--- src/rtl/sfu_pkg.sv ---
// Shared types and fp16 helpers for the special-function datapath.
package sfu_pkg;

   typedef enum logic [2:0] {
      IDLE  = 3'd0,
      ISSUE = 3'd1,
      WAIT  = 3'd2,
      FIN   = 3'd3,
      DONE  = 3'd4
   } acc_state_t;

   localparam int unsigned FP16_SIGN    = 15;
   localparam int unsigned FP16_EXP_HI  = 14;
   localparam int unsigned FP16_EXP_LO  = 10;
   localparam int unsigned FP16_MAN_HI  = 9;
   localparam int unsigned FP16_MAN_LO  = 0;
   localparam logic [4:0]  FP16_EXP_MAX = 5'd31;
   localparam logic [15:0] FP16_ZERO    = 16'h0000;
   localparam logic [15:0] FP16_QNAN    = 16'h7E00;

   // Divide by 2**k through the exponent; results that would go subnormal flush to signed zero.
   function automatic logic [15:0] fp16_mean(input logic [15:0] v, input logic [4:0] k);
      logic [4:0]  e;
      logic [15:0] r;
      e = v[FP16_EXP_HI:FP16_EXP_LO];
      if (e == FP16_EXP_MAX)
         r = v;
      else if (e > k)
         r = {v[FP16_SIGN], e - k, v[FP16_MAN_HI:FP16_MAN_LO]};
      else
         r = {v[FP16_SIGN], 15'b0};
      return r;
   endfunction

endpackage

--- src/rtl/sq_sum_acc_adder_fp16.sv ---
// Pipelined fp16 adder (round-to-nearest-even, subnormals supported); ADD_LAT register stages.
module adder_fp16
   import sfu_pkg::*;
#(
   parameter int unsigned ADD_LAT = 2
) (
   input  logic        clk,
   input  logic        rst_n,
   input  logic [15:0] op_a,
   input  logic [15:0] op_b,
   output logic [15:0] res_o
);

   function automatic logic [15:0] fp16_add(input logic [15:0] x, input logic [15:0] y);
      logic [15:0] a, b, r;
      logic [4:0]  ea, eb, d, lsh;
      logic [13:0] ma, mb, mb_al, n;
      logic [28:0] sh;
      logic [14:0] s, mag;
      logic [3:0]  p;
      logic [5:0]  e_r;
      logic        nan_x, nan_y, inf_x, inf_y, rnd;
      a = x; b = y; r = FP16_ZERO;
      ea = '0; eb = '0; d = '0; lsh = '0;
      ma = '0; mb = '0; mb_al = '0; n = '0;
      sh = '0; s = '0; mag = '0; p = '0; e_r = '0; rnd = 1'b0;
      nan_x = (x[14:10] == FP16_EXP_MAX) && (x[9:0] != '0);
      nan_y = (y[14:10] == FP16_EXP_MAX) && (y[9:0] != '0);
      inf_x = (x[14:10] == FP16_EXP_MAX) && (x[9:0] == '0);
      inf_y = (y[14:10] == FP16_EXP_MAX) && (y[9:0] == '0);
      if (nan_x || nan_y || (inf_x && inf_y && (x[15] != y[15])))
         r = FP16_QNAN;
      else if (inf_x)
         r = x;
      else if (inf_y)
         r = y;
      else begin
         if (x[14:0] < y[14:0]) begin
            a = y; b = x;
         end
         ea = (a[14:10] == '0) ? 5'd1 : a[14:10];
         eb = (b[14:10] == '0) ? 5'd1 : b[14:10];
         ma = {|a[14:10], a[9:0], 3'b000};
         mb = {|b[14:10], b[9:0], 3'b000};
         d  = ea - eb;
         // Three guard bits plus a sticky folded into the LSB keep RNE exact for subtraction.
         sh    = {mb, 15'b0} >> ((d > 5'd15) ? 5'd15 : d);
         mb_al = sh[28:15] | {13'b0, |sh[14:0]};
         s = (a[15] == b[15]) ? ({1'b0, ma} + {1'b0, mb_al}) : ({1'b0, ma} - {1'b0, mb_al});
         if (s == '0)
            r = {a[15] & b[15], 15'b0};
         else begin
            for (int unsigned i = 0; i < 15; i++)
               if (s[i]) p = 4'(i);
            if (p == 4'd14) begin
               n   = s[14:1] | {13'b0, s[0]};
               e_r = {1'b0, ea} + 6'd1;
            end else begin
               lsh = 5'd13 - {1'b0, p};
               if (lsh > ea - 5'd1) lsh = ea - 5'd1;
               n   = s[13:0] << lsh;
               e_r = n[13] ? ({1'b0, ea} - {1'b0, lsh}) : 6'd0;
            end
            if (e_r >= 6'd31)
               r = {a[15], FP16_EXP_MAX, 10'b0};
            else begin
               // Rounding carry ripples into the exponent, covering subnormal->normal and overflow to Inf.
               rnd = n[2] & (n[1] | n[0] | n[3]);
               mag = {e_r[4:0], n[12:3]} + {14'b0, rnd};
               r   = {a[15], mag};
            end
         end
      end
      return r;
   endfunction

   logic [15:0] op_a_q, op_b_q, res_c;

   always_ff @(posedge clk or negedge rst_n) begin
      if (!rst_n) begin
         op_a_q <= '0;
         op_b_q <= '0;
      end else begin
         op_a_q <= op_a;
         op_b_q <= op_b;
      end
   end

   always_comb res_c = fp16_add(op_a_q, op_b_q);

   generate
      if (ADD_LAT == 1) begin : g_nopipe
         assign res_o = res_c;
      end else begin : g_pipe
         logic [ADD_LAT-2:0][15:0] pipe;
         always_ff @(posedge clk or negedge rst_n) begin
            if (!rst_n) begin
               pipe <= '0;
            end else begin
               pipe[0] <= res_c;
               for (int unsigned i = 1; i < ADD_LAT - 1; i++)
                  pipe[i] <= pipe[i-1];
            end
         end
         assign res_o = pipe[ADD_LAT-2];
      end
   endgenerate

endmodule

--- src/rtl/sq_sum_acc.sv ---
// Sequential fp16 accumulator: sums array elements in index order and derives the mean.
module sq_sum_acc
   import sfu_pkg::*;
#(
   parameter int unsigned data_width = 16,
   parameter int unsigned data_cnt   = 64,
   parameter int unsigned ADD_LAT    = 2
) (
   input  logic                                 clk,
   input  logic                                 rst_n,
   input  logic                                 start,
   input  logic [data_cnt-1:0][data_width-1:0]  array,
   output logic                                 busy,
   output logic                                 done,
   output logic [15:0]                          sum,
   output logic [15:0]                          mean
);

   localparam int unsigned K      = $clog2(data_cnt);
   localparam int unsigned IDX_W  = (K < 1) ? 1 : K;
   localparam int unsigned WCNT_W = (ADD_LAT > 1) ? $clog2(ADD_LAT) : 1;
   localparam logic [IDX_W-1:0]  IDX_LAST  = IDX_W'(data_cnt - 1);
   localparam logic [WCNT_W-1:0] WAIT_LAST = WCNT_W'(ADD_LAT - 1);

   acc_state_t        state, state_nxt;
   logic [15:0]       acc, op_a, op_b, add_res;
   logic [IDX_W-1:0]  idx;
   logic [WCNT_W-1:0] wcnt;
   logic              wait_last;

   assign wait_last = (wcnt == WAIT_LAST);

   always_ff @(posedge clk or negedge rst_n) begin
      if (!rst_n) state <= IDLE;
      else        state <= state_nxt;
   end

   always_comb begin
      state_nxt = state;
      op_a      = '0;
      op_b      = '0;
      case (state)
         IDLE, DONE: if (start) state_nxt = ISSUE;
         ISSUE: begin
            op_a      = acc;
            op_b      = array[idx];
            state_nxt = WAIT;
         end
         WAIT: if (wait_last) state_nxt = (idx == IDX_LAST) ? FIN : ISSUE;
         FIN:     state_nxt = DONE;
         default: state_nxt = IDLE;
      endcase
   end

   always_ff @(posedge clk or negedge rst_n) begin
      if (!rst_n) begin
         acc  <= '0;
         idx  <= '0;
         wcnt <= '0;
         busy <= 1'b0;
         done <= 1'b0;
         sum  <= FP16_ZERO;
         mean <= FP16_ZERO;
      end else begin
         case (state)
            IDLE, DONE: begin
               if (start) begin
                  acc  <= '0;
                  idx  <= '0;
                  done <= 1'b0;
                  busy <= 1'b1;
               end
            end
            ISSUE: wcnt <= '0;
            WAIT: begin
               if (wait_last) begin
                  acc <= add_res;
                  if (idx != IDX_LAST) idx <= idx + 1'b1;
               end else begin
                  wcnt <= wcnt + 1'b1;
               end
            end
            FIN: begin
               sum  <= acc;
               mean <= fp16_mean(acc, 5'(K));
               done <= 1'b1;
               busy <= 1'b0;
            end
            default: ;
         endcase
      end
   end

   adder_fp16 #(
      .ADD_LAT(ADD_LAT)
   ) u_add (
      .clk   (clk),
      .rst_n (rst_n),
      .op_a  (op_a),
      .op_b  (op_b),
      .res_o (add_res)
   );

endmodule

--- config.mk ---
export PLATFORM = sky130hd
export DESIGN_NAME = sq_sum_acc
export DESIGN_NICKNAME = d
export VERILOG_FILES = /design/src/rtl/sfu_pkg.sv /design/src/rtl/sq_sum_acc_adder_fp16.sv /design/src/rtl/sq_sum_acc.sv
export SDC_FILE = /design/constraint.sdc
export NUM_CORES = 1
export LEC_CHECK = 0
export CORE_AREA = 2 2 416 418
export CTS_BUF_LIST = sky130_fd_sc_hd__clkbuf_4 sky130_fd_sc_hd__clkbuf_8
export DETAILED_ROUTE_END_ITERATION = 8
export DIE_AREA = 0 0 418 420
export GPL_TIMING_DRIVEN = 0
export SETUP_SLACK_MARGIN = 0.1
export SYNTH_ARGS = -nofsm -noshare
export SYNTH_HDL_FRONTEND = slang
export SYNTH_HIERARCHICAL = 1
export SYNTH_SLANG_ARGS = --single-unit
--- constraint.sdc ---
create_clock -name clk -period 32.4 [get_ports clk]
set_input_delay 3.24 -clock clk [delete_from_list [all_inputs] [get_ports clk]]
set_output_delay 3.24 -clock clk [all_outputs]
set_load 0.005 [all_outputs]
==> results_dict.tcl <==
set metrics [dict create \
    critical-path-max-stage-delay_ps 700 \
    ctsHoldBuffers 0 \
    layout.nets 4208 \
    netlist-cell-type-count 98 \
    grt_overflow_total 0 \
    cts_tree "yes" \
    number_of_nets_still_failing_antenna_checks_after_routing 0 \
    grt_start_max_net_pins 67 \
    critical_path.n_buffers_inverters 14 \
    floorplan.die.height_um 420 \
    row_count 152 \
    clk_pin_slew_worst_paths_ps 110 \
    clock_tree.root_cell "clkbuf_8" \
    drcViolationCount 0 \
    top_level_ports 1061 \
    synth_compound_gate_area_share_pct 20.3 \
    final_min_period_over_clock_period_pct 52.3 \
    syn_area_um2 18700 \
    critical_path_arrival_ps 17180 \
    worstSetupPathType "reg -> reg" \
    drt_first_pass_iters 7 \
    mostFrequentLayoutCells "1059 x clkdlybuf4s50_1, 257 x nand2_1, 229 x mux4_2" \
    layout_commonest_cell "clkdlybuf4s50_1" \
    synthesis.instances 2046 \
    avgViaCountPerCell 4.52 \
    wl_um 197000 \
    critical-path-top-delay-family "compound AO/OA/AOI/OAI gates" \
    main_combinational_cell_family_by_area_after_synthesis "multiplexers" \
    synth_area_in_simple_gates_pct 16.8 \
    synth_top_flop_cell "dfrtp_1" \
    totalNegativeSetupSlack_ps 0 \
    initial_utilization_pct 10.9 \
    synth.ff_latch_count 107 \
    yosysWarningCount 6 \
    timing.reg2reg.setup_slack_ps 15460 \
    mean_instance_size_in_the_synthesized_netlist_um2 9.15 \
    drt_first_iter_violations 2549 \
    final.setup_skew_ps 20.4 \
    finalWeightedCongestion 0.989 \
    post_synth_fa_ha_maj_area_fraction_pct 4.20 \
    maxCapViolCount 0 \
    layout-drive-gt1-share_pct 12.8 \
    cts-buffers-inserted 9 \
    max-clock-path-buffers 2 \
    cts.repair_timing.setup_buffer_count 0 \
    timing_worst_slew_pin_value_ps 1320 \
    first_pass_grt_wire_length_um 245000 \
    port_buffers 1060 \
    critical_path.most_common_cell "buf_2" \
    worstSkewPairLatency_ps 400 \
    yosys-mux-area-fraction_pct 36.4 \
    timing.final.max_slew_violations 0 \
    timing.hold.worst.class "reg -> reg" \
    postCtsResizedCells 0 \
    final.min_clock_period_ps 16940 \
    globalRouteTotalUtil_pct 21.4 \
    crit_path_max_fanout 10 \
    worst_hold_startpoint "u_add/res_o[9]$_DFF_PN0_" \
    grt_setup_unrepaired "false" \
    initial_antenna_violation_count 99 \
    hpwl_um 175000 \
    total_number_of_clock_tree_sinks 107 \
    timing.final.hold_violations 0 \
    critPathLaunch "u_add/op_b_q[9]$_DFF_PN0_" \
    timing.critical_path.from_type "register" \
    synth-async-reset-ratio_pct 100 \
    run_status "completed" \
    synth_enable_flop_cells 0 \
    floorplan.die.width_um 418 \
    worst-endpoint-required_ps 32640 \
    final_core_util_pct 19.0 \
    fmax_ghz 0.0590 \
    synth-seq-area-share_pct 14.3 \
    critPathCaptureType "register" \
    setup-violations-final 0 \
    synth_fp_nets 3134 \
    synth_xor_area_share_pct 1.54 \
    crit_path_top_delay_cell "xnor2_1" \
    worst_slew_margin_rel_pct 12.0 \
    post_drt_wl_per_cell_um 36.5 \
    core_area_um2 171000 \
    cts_htree_levels 3 \
    floorplan.die_area_um2 176000 \
    vias 24300 \
    synthToLayoutAreaGrowth_pct 73.6 \
    critical_path.reg2reg.startpoint "u_add/op_b_q[9]$_DFF_PN0_" \
    first_global_vias 23700 \
]
==> state kept, by name, summed over array words and instances, names as in the netlist <==
signal        cells
sum              16
u_add/op_b_q     16
busy              1
done              1
mean             15
acc              16
u_add/op_a_q     16
u_add/res_o      16
idx               6
state             3
wait_last         1
==> tightest hold or removal path, delay by kind of cell, from the launching register on <==
kind | cells | cell delay [ps]
DFF | 1 | 340
AOI/OAI and AO/OA | 1 | 60
and+or+nand+nor | 1 | 50
==> through the flow <==
stage / hold WS, ps / setup WS (ps) / std cells / area (µm²)
5_1_grt: 501 / 14730 / 5373 / 32500
6_report: 458 / 15460 / 5388 / 32500
4_1_cts: 476 / 15910 / 5358 / 32400
3_3_place_gp: 453 / 15920 / 5339 / 32100
2_1_floorplan: 426 / 20260 / 2046 / 18700
3_5_place_dp: 455 / 15970 / 5342 / 32200
==> cell type report <==
cell class | count | area, µm²
fillers | 19000 | 138000
multi-input cells | 1688 | 14800
repair buffers | 1063 | 10700
well taps | 2233 | 2790
flip-flops and latches | 107 | 2680
plain buffers | 179 | 946
inverters | 72 | 270
clock buffers | 11 | 151
diodes | 30 | 75.1
clock inverters | 5 | 67.6
==> final timing paths <==
| kind | end | cells after the start |
|---|---|---|
| max in group asynchronous | u_add/res_o[0]$_DFF_PN0_ | 2 |
| min in group asynchronous | mean[13]$_DFFE_PN0P_ | 1 |
| min | acc[9]$_DFFE_PN0P_ | 2 |
| max | u_add/res_o[0]$_DFF_PN0_ | 56 |
| max reg2reg | u_add/res_o[0]$_DFF_PN0_ | 56 |
| min reg2reg | acc[9]$_DFFE_PN0P_ | 2 |
==> synth_stat cells, drive strengths merged, types with 10 or more instances <==
library cell	instances	share of area [%]
mux4	229	28
a2111oi	10	0.57
a21oi	108	3.0
o21ai	107	2.9
inv	72	1.4
and2	24	0.80
a21o	21	0.84
or2	10	0.33
ha	58	3.9
o22ai	23	0.77
nand4	19	0.64
nand3b	12	0.48
a31oi	39	1.4
and3	19	0.64
a22oi	46	1.9
o211ai	30	1.2
a211oi	18	0.79
nor3	36	0.99
or3	14	0.47
nand3	68	1.8
dfrtp	107	14
o221ai	24	1.1
nor2	126	2.6
nand2b	22	0.74
mux2	22	1.3
a31o	14	0.66
clkbuf	75	1.5
mux2i	140	7.6
o21a	10	0.40
buf	104	3.5
nand2	258	5.2
nor2b	22	0.74
xnor2	20	1.1
o31ai	11	0.44
==> logic make-up after synthesis <==
| kind of cell | count (synthesis) |
|---|---|
| buffers and inverters | 251 |
| AOI/OAI and AO/OA | 547 |
| and+or+nand+nor | 660 |
| adders and majority gates | 61 |
| xor gates and xnor gates | 29 |
| muxes | 391 |
| DFF | 107 |
==> routing by layer <==
layer	part of all wire (%)	track usage [%]	vias to the layer above
met4	5.7	10.5	62
met1	40	26.5	12400
met3	7.3	4.86	255
li1	-	-	10200
met5	0.20	0	-
met2	47	34.8	1431
Power is not shown: default switching activity piles up to over one toggle a cycle in this logic, so the estimate is an artifact.
